<file path="config.mk">
export PLATFORM = sky130hd
export DESIGN_NAME = iterative_divider_flat
export DESIGN_NICKNAME = d
export VERILOG_FILES = /design/src/rtl/div_pkg.sv /design/src/rtl/iterative_divider_if.sv /design/src/rtl/iterative_divider_step.sv /design/src/rtl/iterative_divider.sv /design/src/flat_wrapper.sv
export SDC_FILE = /design/constraint.sdc
export NUM_CORES = 1
export LEC_CHECK = 0
export CAP_MARGIN = 25
export CORE_MARGIN = 2
export CORE_UTILIZATION = 35
export CTS_CLUSTER_DIAMETER = 80
export DETAILED_ROUTE_END_ITERATION = 16
export PLACE_DENSITY = 0.54
export SLEW_MARGIN = 15
export SYNTH_ARGS = -nofsm -noshare
export SYNTH_HDL_FRONTEND = slang
export SYNTH_SLANG_ARGS = --single-unit
</file>
<file path="constraint.sdc">
create_clock -name clk -period 3.4 [get_ports clk]
set_input_delay 0.85 -clock clk [delete_from_list [all_inputs] [get_ports clk]]
set_output_delay 0.85 -clock clk [all_outputs]
set_load 0.05 [all_outputs]
</file>
<file path="src/rtl/div_pkg.sv">
// Shared constants for the iterative restoring divider.
// State codes are plain localparams so legacy tools can use them too.
package div_pkg;

  localparam int DIV_WIDTH = 32;
  localparam int DIV_CNT_W = $clog2(DIV_WIDTH + 1);

  typedef logic [1:0] state_t;

  localparam state_t IDLE = 2'd0;
  localparam state_t RUN  = 2'd1;
  localparam state_t DONE = 2'd2;

endpackage

</file>
<file path="src/rtl/iterative_divider_if.sv">
// Request/response bundle for the divider.
// It uses the same valid-pulse handshake as the iterative multiplier.
interface iterative_divider_if
  import div_pkg::*;
#(
  parameter int WIDTH = DIV_WIDTH
);

  logic               valid_in;
  logic [2*WIDTH-1:0] dividend;
  logic [WIDTH-1:0]   divisor;
  logic               busy;
  logic               valid_out;
  logic [WIDTH-1:0]   q;
  logic [WIDTH-1:0]   rem;
  logic               err;

  modport master (
    output valid_in, dividend, divisor,
    input  busy, valid_out, q, rem, err
  );

  modport slave (
    input  valid_in, dividend, divisor,
    output busy, valid_out, q, rem, err
  );

endinterface

</file>
<file path="src/rtl/iterative_divider_step.sv">
// One radix-2 restoring step: shift in the next dividend bit, then subtract if it fits.
// This is a separate module so it can be stacked later for higher radix.
module div_step
  import div_pkg::*;
#(
  parameter int WIDTH = DIV_WIDTH
) (
  input  logic [WIDTH:0]   p_i,
  input  logic [WIDTH-1:0] q_i,
  input  logic [WIDTH-1:0] d_i,
  output logic [WIDTH:0]   p_o,
  output logic [WIDTH-1:0] q_o
);

  logic [WIDTH:0] trial;
  logic [WIDTH:0] dExt;
  logic           fits;
  logic           unusedPMsb;

  // The partial remainder stays below D, so the MSB of P is always zero.
  assign unusedPMsb = p_i[WIDTH];

  assign trial = {p_i[WIDTH-1:0], q_i[WIDTH-1]};
  assign dExt  = {1'b0, d_i};
  assign fits  = (trial >= dExt);
  assign p_o   = fits ? (trial - dExt) : trial;
  assign q_o   = {q_i[WIDTH-2:0], fits};

endmodule

</file>
<file path="src/rtl/iterative_divider.sv">
// Sequential unsigned divider: a 2*WIDTH-bit dividend and a WIDTH-bit divisor give a quotient and a remainder.
// It resolves one quotient bit per clock and flags divide-by-zero or quotient overflow at accept time.
module iterative_divider
  import div_pkg::*;
#(
  parameter int WIDTH = DIV_WIDTH
) (
  input  logic               clk,
  input  logic               rst_n,
  iterative_divider_if.slave bus
);

  localparam int CntW = $clog2(WIDTH + 1);
  localparam logic [CntW-1:0] LastStep = CntW'(WIDTH - 1);

  state_t           state_q, state_d;
  logic [WIDTH:0]   p_q, p_d;
  logic [WIDTH-1:0] quo_q, quo_d;
  logic [WIDTH-1:0] dvsr_q, dvsr_d;
  logic [CntW-1:0]  cnt_q, cnt_d;
  logic             errPend_q, errPend_d;
  logic [WIDTH-1:0] qOut_q, qOut_d;
  logic [WIDTH-1:0] remOut_q, remOut_d;
  logic             errOut_q, errOut_d;
  logic             validOut_q, validOut_d;

  logic [WIDTH:0]   pStep;
  logic [WIDTH-1:0] qStep;

  div_step #(.WIDTH(WIDTH)) u_step (
    .p_i (p_q),
    .q_i (quo_q),
    .d_i (dvsr_q),
    .p_o (pStep),
    .q_o (qStep)
  );

  always_comb begin
    state_d    = state_q;
    p_d        = p_q;
    quo_d      = quo_q;
    dvsr_d     = dvsr_q;
    cnt_d      = cnt_q;
    errPend_d  = errPend_q;
    qOut_d     = qOut_q;
    remOut_d   = remOut_q;
    errOut_d   = errOut_q;
    validOut_d = 1'b0;

    // A new request always wins, which silently aborts any operation in flight.
    if (bus.valid_in) begin
      state_d   = RUN;
      p_d       = {1'b0, bus.dividend[2*WIDTH-1:WIDTH]};
      quo_d     = bus.dividend[WIDTH-1:0];
      dvsr_d    = bus.divisor;
      cnt_d     = '0;
      errPend_d = (bus.dividend[2*WIDTH-1:WIDTH] >= bus.divisor);
    end else begin
      case (state_q)
        RUN: begin
          if (errPend_q) begin
            state_d    = DONE;
            errPend_d  = 1'b0;
            validOut_d = 1'b1;
            errOut_d   = 1'b1;
            qOut_d     = '1;
            remOut_d   = quo_q;
          end else begin
            p_d   = pStep;
            quo_d = qStep;
            cnt_d = cnt_q + 1'b1;
            if (cnt_q == LastStep) begin
              state_d    = DONE;
              validOut_d = 1'b1;
              errOut_d   = 1'b0;
              qOut_d     = qStep;
              remOut_d   = pStep[WIDTH-1:0];
            end
          end
        end
        DONE:    state_d = IDLE;
        default: state_d = IDLE;
      endcase
    end
  end

  always_ff @(posedge clk or negedge rst_n) begin
    if (!rst_n) begin
      state_q    <= IDLE;
      p_q        <= '0;
      quo_q      <= '0;
      dvsr_q     <= '0;
      cnt_q      <= '0;
      errPend_q  <= 1'b0;
      qOut_q     <= '0;
      remOut_q   <= '0;
      errOut_q   <= 1'b0;
      validOut_q <= 1'b0;
    end else begin
      state_q    <= state_d;
      p_q        <= p_d;
      quo_q      <= quo_d;
      dvsr_q     <= dvsr_d;
      cnt_q      <= cnt_d;
      errPend_q  <= errPend_d;
      qOut_q     <= qOut_d;
      remOut_q   <= remOut_d;
      errOut_q   <= errOut_d;
      validOut_q <= validOut_d;
    end
  end

  assign bus.busy      = (state_q == RUN);
  assign bus.valid_out = validOut_q;
  assign bus.q         = qOut_q;
  assign bus.rem       = remOut_q;
  assign bus.err       = errOut_q;

endmodule

</file>
<file path="src/flat_wrapper.sv">
// flat-port wrapper written by rule: the top's interface ports become plain ports
module iterative_divider_flat import div_pkg::*;
#(
  parameter int WIDTH = DIV_WIDTH
)
  (clk, rst_n, bus_valid_in, bus_dividend, bus_divisor, bus_busy, bus_valid_out, bus_q, bus_rem, bus_err);
  iterative_divider_if #(.WIDTH(WIDTH)) bus_i ();
  input  logic clk;
  input  logic rst_n;
  input wire logic [$bits(bus_i.valid_in)-1:0] bus_valid_in;
  input wire logic [$bits(bus_i.dividend)-1:0] bus_dividend;
  input wire logic [$bits(bus_i.divisor)-1:0] bus_divisor;
  output wire logic [$bits(bus_i.busy)-1:0] bus_busy;
  output wire logic [$bits(bus_i.valid_out)-1:0] bus_valid_out;
  output wire logic [$bits(bus_i.q)-1:0] bus_q;
  output wire logic [$bits(bus_i.rem)-1:0] bus_rem;
  output wire logic [$bits(bus_i.err)-1:0] bus_err;
  assign bus_i.valid_in = bus_valid_in;
  assign bus_i.dividend = bus_dividend;
  assign bus_i.divisor = bus_divisor;
  assign bus_busy = bus_i.busy;
  assign bus_valid_out = bus_i.valid_out;
  assign bus_q = bus_i.q;
  assign bus_rem = bus_i.rem;
  assign bus_err = bus_i.err;
  iterative_divider #(.WIDTH(WIDTH)) u_core (.clk(clk), .rst_n(rst_n), .bus(bus_i));
endmodule
</file>
# Word-level counts from Yosys, hierarchy flattened
# Index checks and enable logic that the tools add are counted.
# Widths: inputs -> output; s select.
[totals] latchBits=0 reg_bits=171 ramBits=0 n_memories=0 word_cells=49 out_inout_bits=67 in_bits=99 rom_bits=0
[classes] mux=26 n_addsub=2 order_cmp=2 reduce_logical=4 n_div=0 shift=0 bitwise_logic=1 mul=0 eq_ne=4
[ops] cell="$mux 32" n=11
[ops] cell="$ge 33x32->1" n=1
[ops] cell="$ge 32x32->1" n=1
[ops] cell="$sub 32x32->32" n=1
[ops] cell="$mux 6" n=3
[ops] cell="$mux 1" n=8
[ops] cell="$mux 2" n=4
[ops] cell="$add 6x1->6 const B" n=1
[ops] cell="$eq 6x5->1 const B" n=1
[ops] cell="$ne 4x2->1 const B" n=1
[ops] cell="$reduce_bool 2->1" n=2
[ops] cell="$reduce_and 3->1" n=1
[ops] cell="$eq 2x1->1 const B" n=1
[ops] cell="$ne 2x2->1 const B" n=1
[ops] cell="$reduce_and 2->1" n=1
[ops] cell="$not 1->1" n=1

# Longest topological paths before layout
# Gate-level depths: netlist of the first run.
[depth] ltp_word=5 mapped_depth=12 depth_no_buf=12

# Modules after synthesis
# A second synthesis of the first run with hierarchy kept.
[hier_totals] cells_unflattened=1180 hier_area_um2=10789.1
[by_module_without_submodules] module="iterative_divider" cells_per_inst=783 seq_area_each_um2=4304.1 instances=1 area_each_um2=8136.6
[by_module_without_submodules] module="div_step" cells_per_inst=397 seq_area_each_um2=0.0 instances=1 area_each_um2=2652.5

# Least setup slack after synthesis of the first run
# No wires, ideal clock.
[synth_timing] path_kind="reg-to-reg" start="register u_core.quo_q[31]" end="register u_core.p_q[12]" setup_time_ns=0.095 period_less_slack_ns=2.531 required_time_ns=3.305 n_path_buf=0 path_stages_with_launch=13 arrival_ns=2.435 setup_slack_ns=0.869 path_cell_list="dfrtp_1 -> inv_1 -> ha_1 -> inv_1 -> fa_1 -> a21oi_1 -> o211a_1 -> o21ai_0 -> a21boi_1 -> xnor2_1 -> a211oi_1 -> a211oi_1 -> o31ai_1"
[synth_via] elab_chain_len=5 elab_cells_between_ends=6 classes_between="add/sub (1); order compare (1); mux (4)"
[synth_rtl] item="start: declaration" line="iterative_divider.sv:18" rtl="logic [WIDTH-1:0] quo_q, quo_d;"
[synth_rtl] item="start signal: assignment" line="iterative_divider.sv:102" rtl="quo_q <= quo_d;"
[synth_rtl] item="$sub 32x32->32 or $ge 33x32->1 (tied branches)" line="iterative_divider_step.sv:26, iterative_divider_step.sv:25"
[synth_rtl] item="$mux 32 *" line="iterative_divider_step.sv:26" rtl="assign p_o = fits ? (trial - dExt) : trial;"
[synth_rtl] item="$mux 32 *" line="iterative_divider.sv:61" rtl="if (errPend_q) begin"
[synth_rtl] item="$mux 32 *" line="iterative_divider.sv:59" rtl="case (state_q)"
[synth_rtl] item="$mux 32 *" line="iterative_divider.sv:51" rtl="if (bus.valid_in) begin"
[synth_rtl] item="end signal: assignment" line="iterative_divider.sv:101" rtl="p_q <= p_d;"
[synth_rtl] item="end: declaration" line="iterative_divider.sv:17" rtl="logic [WIDTH:0] p_q, p_d;"
# Every way passes the cells marked *; elsewhere a longest branch is shown, timed or not. The select of a mux whose other input is x is not followed.
# A chain may end at the register's enable or synchronous reset.

# Worst setup path after layout of the first run
[layout_timing] start="register u_core.p_q[9]" end="register u_core.p_q[29]"
[layout_via] elab_chain_len=5 elab_cells_between_ends=6 classes_between="add/sub (1); order compare (1); mux (4)"
[layout_rtl] item="$sub 32x32->32 or $ge 33x32->1 (tied branches)" line="iterative_divider_step.sv:26, iterative_divider_step.sv:25"
[layout_rtl] item="$mux 32 *" line="iterative_divider_step.sv:26"
[layout_rtl] item="$mux 32 *" line="iterative_divider.sv:61"
[layout_rtl] item="$mux 32 *" line="iterative_divider.sv:59"
[layout_rtl] item="$mux 32 *" line="iterative_divider.sv:51"
# Marks and branches as above.

==> impl_metrics.env, run 1 <==
export IMPL_die_h_microns=179.3
export IMPL_dieArea_sq_um=32160
export IMPL_htreeDepth=4
export IMPL_cts_buffer_depth=2
export IMPL_run_status="finished, final reports clean"
export IMPL_syn_area_per_cell_sq_um=8.477
export IMPL_synth_warnings=0
export IMPL_critical_path_required_ns=3.69
export IMPL_drive_gt1_frac=0.07133
export IMPL_max_freq_ghz=0.3076
export IMPL_cp_arrival_ns=3.54
export IMPL_yosysSeqAreaShare=0.3978
export IMPL_synthToLayoutAreaGrowth_pct=26.46
export IMPL_finalNetCount=1582
export IMPL_max_cap_violations=0
export IMPL_die_w_microns=179.3
export IMPL_rrSetupSlack_ns=0.15
export IMPL_place_area_sq_um=12990
export IMPL_ff2ff_path_depth=11
export IMPL_clk_pin_slew_worst_paths_ns=0.08
export IMPL_gp_congestion=0.9088
export IMPL_critPathMaxFanout=13
export IMPL_r2r_end="u_core.p_q[29]$_DFFE_PN0P_"
export IMPL_crit_path_start_kind="flip-flop"
export IMPL_grt_ovfl_total=0
export IMPL_synth_cell_type_count=71
export IMPL_grt_max_degree=204
export IMPL_drc_errors=0
export IMPL_finalHoldViolations=0
export IMPL_cts_repair_resized=0
export IMPL_routedWlPerCell_microns=19.69
export IMPL_worstHoldPathType="input port to async pin"
export IMPL_cts_root_buf="clkbuf_16"
export IMPL_cts_sinks=171
export IMPL_async_flop_share=1.000
export IMPL_antenna_found_initial=0
export IMPL_endpoint="u_core.p_q[29]$_DFFE_PN0P_"
export IMPL_slew_viol_final=0
export IMPL_place_ws_ns=-0.08659
export IMPL_routed_wl_microns=35960
export IMPL_period_needed_ns=3.251
export IMPL_grt_pass1_vias=9780
export IMPL_clk_latency_ns=0.44
export IMPL_core_rowCount=64
export IMPL_fin_util=0.4471
export IMPL_synth_ff_type="dfrtp_1"
export IMPL_hpwl_microns=26610
export IMPL_rsz0062_at_grt="false"
export IMPL_final_setup_viol_count=0
export IMPL_portBuffers=165
export IMPL_post_place_cells=1794
export IMPL_worst_slack_ns=0.1492
export IMPL_cts_setup_buffers=0
export IMPL_power_density_nw_per_um2=833.4
export IMPL_cts_buffers=17
export IMPL_ant_nets=0
export IMPL_synthesis_nets=1434
export IMPL_antenna_cells=0
export IMPL_synth_edff_count=0
export IMPL_worstReg2RegStart="u_core.p_q[9]$_DFFE_PN0P_"
export IMPL_skew_ns=0.01389
export IMPL_worstSetupStartpoint="u_core.p_q[9]$_DFFE_PN0P_"
export IMPL_pin_count=166
export IMPL_slew_headroom=0.4551
export IMPL_holdBufCountCts=0
export IMPL_dr_pass1_iters=5
export IMPL_core_sq_um=30430
export IMPL_drt_initial_drc_count=899
export IMPL_ys_seq_elements=171
export IMPL_final_cells=1826
export IMPL_grt_usage=0.2270
export IMPL_viasPerCell=5.415
export IMPL_cts_tree="yes"
export IMPL_vdd_drop_max_v=0.0003072
export IMPL_period_share=0.9561
export IMPL_setup_tns_ns=0
export IMPL_initial_core_util=0.3535
export IMPL_syn_inst=1269
export IMPL_route_vias_total=9887
export IMPL_grt_pass1_wl_microns=56190
export IMPL_power_leakage_nw=6.162
export IMPL_max_slew_worst_pin_slew_ns=0.8173
export IMPL_worstSetupEndpointType="flip-flop"
export IMPL_fin_area_sq_um=13600
export IMPL_syn_cell_area_sq_um=10760
export IMPL_worstSetupPathType="flip-flop to flip-flop"
==> layout by cell type (no fill, tap or decap), types with 9 or more instances in the layout <==
cell | Yosys | final
a21oi_1 | 69 | 68
dfrtp_1 | 171 | 170
nand2_1 | 214 | 214
o21ai_0 | 178 | 176
a211oi_1 | 54 | 53
mux2i_1 | 40 | 40
nor2_1 | 52 | 51
nand3_1 | 19 | 19
clkbuf_16 | 0 | 17
or3_1 | 9 | 9
inv_1 | 87 | 87
o31ai_1 | 26 | 26
nand4_1 | 14 | 14
clkdlybuf4s50_1 | 0 | 163
a21o_1 | 21 | 21
xor2_1 | 12 | 12
xnor2_1 | 15 | 15
nor3_1 | 17 | 17
ha_1 | 65 | 65
and3_1 | 14 | 14
buf_4 | 4 | 39
==> final cells by class <==
cell class / instances / area [sq um]
timing repair buffer: 210 / 2067
clock inverter: 15 / 172.7
clock buffer: 17 / 425.4
multi-input combinational: 930 / 5837
sequential: 171 / 4280
fill: 3022 / 16820
inverter: 87 / 326.6
tap: 396 / 495.5
==> worst min path at each step <==
stage	end	slack, ns	depth (start not counted)
floorplan	u_core.dvsr_q[0]$_DFFE_PN0P_	0.49	1
global placement	u_core.bus.q[20]$_DFFE_PN0P_	0.45	2
detailed placement	u_core.bus.q[7]$_DFFE_PN0P_	0.46	2
CTS	u_core.bus.q[11]$_DFFE_PN0P_	0.39	1
global route	u_core.bus.q[10]$_DFFE_PN0P_	0.41	1
finish	u_core.bus.q[10]$_DFFE_PN0P_	0.36	1
==> state kept, by name, indices dropped and copies added (netlist names) <==
signal,flops
u_core.cnt_q,6
u_core.p_q,32
u_core.state_q,2
u_core.bus.q,32
u_core.dvsr_q,32
u_core.bus.err,1
u_core.bus.valid_out,1
u_core.quo_q,32
u_core.bus.rem,32
u_core.errPend_q,1
==> synth_stat cells (5+ instances only) <==
master    count  area (sq um)
o21bai_1      8         60.06
or3_1         9         56.30
o31a_1        5         43.79
inv_1        87         326.6
o21ai_1       5         25.02
and2_1        5         31.28
clkbuf_1     54         202.7
o31ai_1      26         195.2
nor2_1       52         195.2
nand3_1      19         95.09
a31oi_1       8         50.05
nand2_1     214         803.3
xnor2_1      15         131.4
mux2i_1      40         400.4
o211ai_1      5         37.54
a211oi_1     54         405.4
ha_1         65         813.3
dfrtp_1     171          4279
nand4_1      14         87.58
a21oi_1      69         345.3
buf_2        19         95.09
and3_1       14         87.58
a21o_1       21         157.7
nor3_1       17         85.08
xor2_1       12         105.1
o21a_1        6         45.04
o21ai_0     178         890.9
==> where the power goes <==
part           leakage (nW)  switching (mW)  internal (mW)
sequential             2.09           0.435           2.58
combinational          3.78            4.00           2.31
clock                 0.295            1.01          0.997
total                  6.16            5.45           5.89
==> through the flow <==
step | power (mW) | hold WS, ns
5_1_grt | 12.03 | 0.4057
2_1_floorplan | 6.933 | 0.4875
6_report | 11.34 | 0.3618
4_1_cts | 11.34 | 0.3919
3_3_place_gp | 9.291 | 0.4496
3_5_place_dp | 9.316 | 0.4561
==> routing by layer <==
metal	routed length, microns	GRT usage	vias to the layer above
met5	0	0	-
met4	574	0.05578	0
met3	1554	0.02693	40
met2	16010	0.3461	256
met1	17820	0.3406	4798
li1	-	-	4793
==> cell families after synthesis <==
family	count (synthesis)	share of synthesized area
compound gates	425	0.2444
simple gates	371	0.1572
flops	171	0.3978
buf+inv	168	0.06292
fa+ha+maj	66	0.07746
mux	41	0.03826
xor+xnor	27	0.02198
==> critical path: stages (launching register included) <==
cell	delay, ns
dfrtp_1	0.41
ha_1	0.51
nand4_1	0.32
nor4_4	0.36
a31oi_1	0.12
and2_4	0.19
a31oi_4	0.21
buf_4	0.27
a21oi_1	0.11
a31oi_1	0.30
buf_4	0.20
o221ai_1	0.11
Power figures use the tool's default switching activity.
==> run 2: changes to the inputs <==
--- a/config.mk
+++ b/config.mk
@@ -7,10 +7,11 @@
 export LEC_CHECK = 0
 export CAP_MARGIN = 25
 export CORE_MARGIN = 2
-export CORE_UTILIZATION = 35
-export CTS_CLUSTER_DIAMETER = 80
+export CORE_UTILIZATION = 45
+export CTS_CLUSTER_DIAMETER = 40
 export DETAILED_ROUTE_END_ITERATION = 16
-export PLACE_DENSITY = 0.54
+export PLACE_DENSITY = 0.67
+export SKIP_CTS_REPAIR_TIMING = 1
 export SLEW_MARGIN = 15
 export SYNTH_ARGS = -nofsm -noshare
 export SYNTH_HDL_FRONTEND = slang
==> run 2 against run 1 <==
Global-route usage rose by 4.8 points. Largest power group unchanged. Largest cell class unchanged. Clock skew barely moved. Setup slack improved by 0.092 ns. First-iteration DRC count rose by 1.2%.
==> impl_metrics.env, run 2 (same netlist as run 1, synthesis figures left out) <==
export IMPL_run_status="finished, final reports clean"
export IMPL_dr_pass1_iters=8
export IMPL_routed_wl_microns=33470
export IMPL_antenna_found_initial=0
export IMPL_initial_core_util=0.4583
export IMPL_max_cap_violations=0
export IMPL_drive_gt1_frac=0.07580
export IMPL_grt_pass1_wl_microns=53490
export IMPL_final_setup_viol_count=0
export IMPL_pin_count=166
export IMPL_final_cell_mix="nand2_1 (214), o21ai_0 (177), dfrtp_1 (170)"
export IMPL_worstHoldPathType="input port to async pin"
export IMPL_portBuffers=165
export IMPL_core_rowCount=56
export IMPL_power_density_nw_per_um2=830.4
export IMPL_grt_pass1_vias=9622
export IMPL_finalHoldViolations=0
export IMPL_core_sq_um=23470
export IMPL_ff2ff_path_depth=11
export IMPL_path_delay_family="simple AND/OR/NAND/NOR gates"
export IMPL_skew_ns=0.01379
export IMPL_rrSetupSlack_ns=0.24
export IMPL_die_w_microns=158.6
export IMPL_finalNetCount=1590
export IMPL_htreeDepth=4
export IMPL_hpwl_microns=24890
export IMPL_rsz0062_at_grt="false"
export IMPL_r2r_end="u_core.bus.rem[25]$_DFFE_PN0P_"
export IMPL_period_share=0.9291
export IMPL_clk_latency_ns=0.44
export IMPL_die_h_microns=158.6
export IMPL_cts_buffers=17
export IMPL_slew_viol_final=0
export IMPL_gp_congestion=0.9516
export IMPL_viasPerCell=5.670
export IMPL_routedWlPerCell_microns=19.05
export IMPL_crit_chain="ha_1, nand4_1, nor4_4, a31oi_1, and2_4, a31oi_4, buf_4, a21oi_1, a31oi_1, buf_4, a21oi_1"
export IMPL_clk_pin_slew_worst_paths_ns=0.08
export IMPL_slowest_stage="ha_1"
export IMPL_cts_sinks=171
export IMPL_antenna_cells=0
export IMPL_slowest_delay_ns=0.47
export IMPL_cts_root_buf="clkbuf_16"
export IMPL_final_common_cell="nand2_1"
export IMPL_grt_usage=0.2753
export IMPL_ant_nets=0
export IMPL_drc_errors=0
export IMPL_critPathMaxFanout=17
export IMPL_worstSetupPathType="flip-flop to flip-flop"
export IMPL_dieArea_sq_um=25160
export IMPL_period_needed_ns=3.159
export IMPL_max_slew_worst_pin_slew_ns=0.7236
export IMPL_critical_path_required_ns=3.71
export IMPL_fin_util=0.5769
export IMPL_cts_buffer_depth=2
export IMPL_cp_buffers_inverters=2
export IMPL_route_vias_total=9962
export IMPL_power_leakage_nw=6.191
export IMPL_max_freq_ghz=0.3166
export IMPL_setup_tns_ns=0
export IMPL_drt_initial_drc_count=910
export IMPL_cts_tree="yes"
export IMPL_grt_max_degree=165
export IMPL_synthToLayoutAreaGrowth_pct=25.87
export IMPL_vdd_drop_max_v=0.0003573
export IMPL_worstReg2RegStart="u_core.p_q[8]$_DFFE_PN0P_"
export IMPL_grt_ovfl_total=0
export IMPL_cp_arrival_ns=3.47
export IMPL_crit_path_start_kind="flip-flop"
export IMPL_slew_headroom=0.5176
export IMPL_worstSetupEndpointType="flip-flop"
## run 2: worst reg2reg max path: cells and delay by family (launching register included)
| kind | cells | cell delay [ns] |
|---|---|---|
| flops | 1 | 0.43 |
| simple gates | 3 | 0.86 |
| compound gates | 5 | 0.79 |
| fa+ha+maj | 1 | 0.47 |
| buf+inv | 2 | 0.48 |
## run 2: per-stage QoR
| step | setup WS [ns] | total power, mW | area [sq um] | cells | hold WS [ns] |
|---|---|---|---|---|---|
| 4_1_cts | 0.3004 | 11.23 | 13540 | 1757 | 0.4050 |
| 6_report | 0.2412 | 11.24 | 13540 | 1757 | 0.3868 |
| 2_1_floorplan | 0.8692 | 6.933 | 10760 | 1269 | 0.4875 |
| 5_1_grt | 0.04841 | 11.92 | 13540 | 1757 | 0.4242 |
| 3_3_place_gp | 0.02257 | 9.210 | 12940 | 1725 | 0.4486 |
| 3_5_place_dp | 0.03687 | 9.233 | 12940 | 1725 | 0.4549 |
## run 2: final cells by class
type | count | area (sq um)
clock buffer | 17 | 425.4
clock inverter | 15 | 167.7
fill | 2102 | 9932
inverter | 87 | 326.6
multi-input combinational | 930 | 5827
sequential | 171 | 4280
tap | 319 | 399.1
timing repair buffer | 218 | 2115
## run 2: how the worst max path moves through the flow
stage / startpoint / end / slack, ns / cells after the start
3_5_place_dp: bus_dividend[32] / u_core.errPend_q$_DFFE_PN0P_ / 0.04 / 11
3_3_place_gp: bus_dividend[32] / u_core.errPend_q$_DFFE_PN0P_ / 0.02 / 11
2_1_floorplan: u_core.quo_q[31]$_DFFE_PN0P_ / u_core.p_q[12]$_DFFE_PN0P_ / 0.87 / 12
5_1_grt: u_core.p_q[8]$_DFFE_PN0P_ / u_core.bus.rem[25]$_DFFE_PN0P_ / 0.05 / 11
6_report: u_core.p_q[8]$_DFFE_PN0P_ / u_core.bus.rem[25]$_DFFE_PN0P_ / 0.24 / 11
4_1_cts: u_core.p_q[8]$_DFFE_PN0P_ / u_core.bus.rem[25]$_DFFE_PN0P_ / 0.30 / 11
## run 2: layer usage
layer	track usage	wire length, microns	vias up	part of all wire
li1	-	-	4804	-
met4	0.07293	580	0	0.017
met5	0	0	-	0
met2	0.4121	14750	334	0.44
met3	0.03838	2142	34	0.064
met1	0.4164	15990	4790	0.48
## run 2: power breakdown
| part | internal (mW) | total [mW] | leakage, nW | switching (mW) |
|---|---|---|---|---|
| clock | 0.995 | 1.98 | 0.292 | 0.984 |
| sequential | 2.58 | 3.02 | 2.09 | 0.437 |
| combinational | 2.33 | 6.24 | 3.81 | 3.92 |
| total | 5.91 | 11.2 | 6.19 | 5.34 |
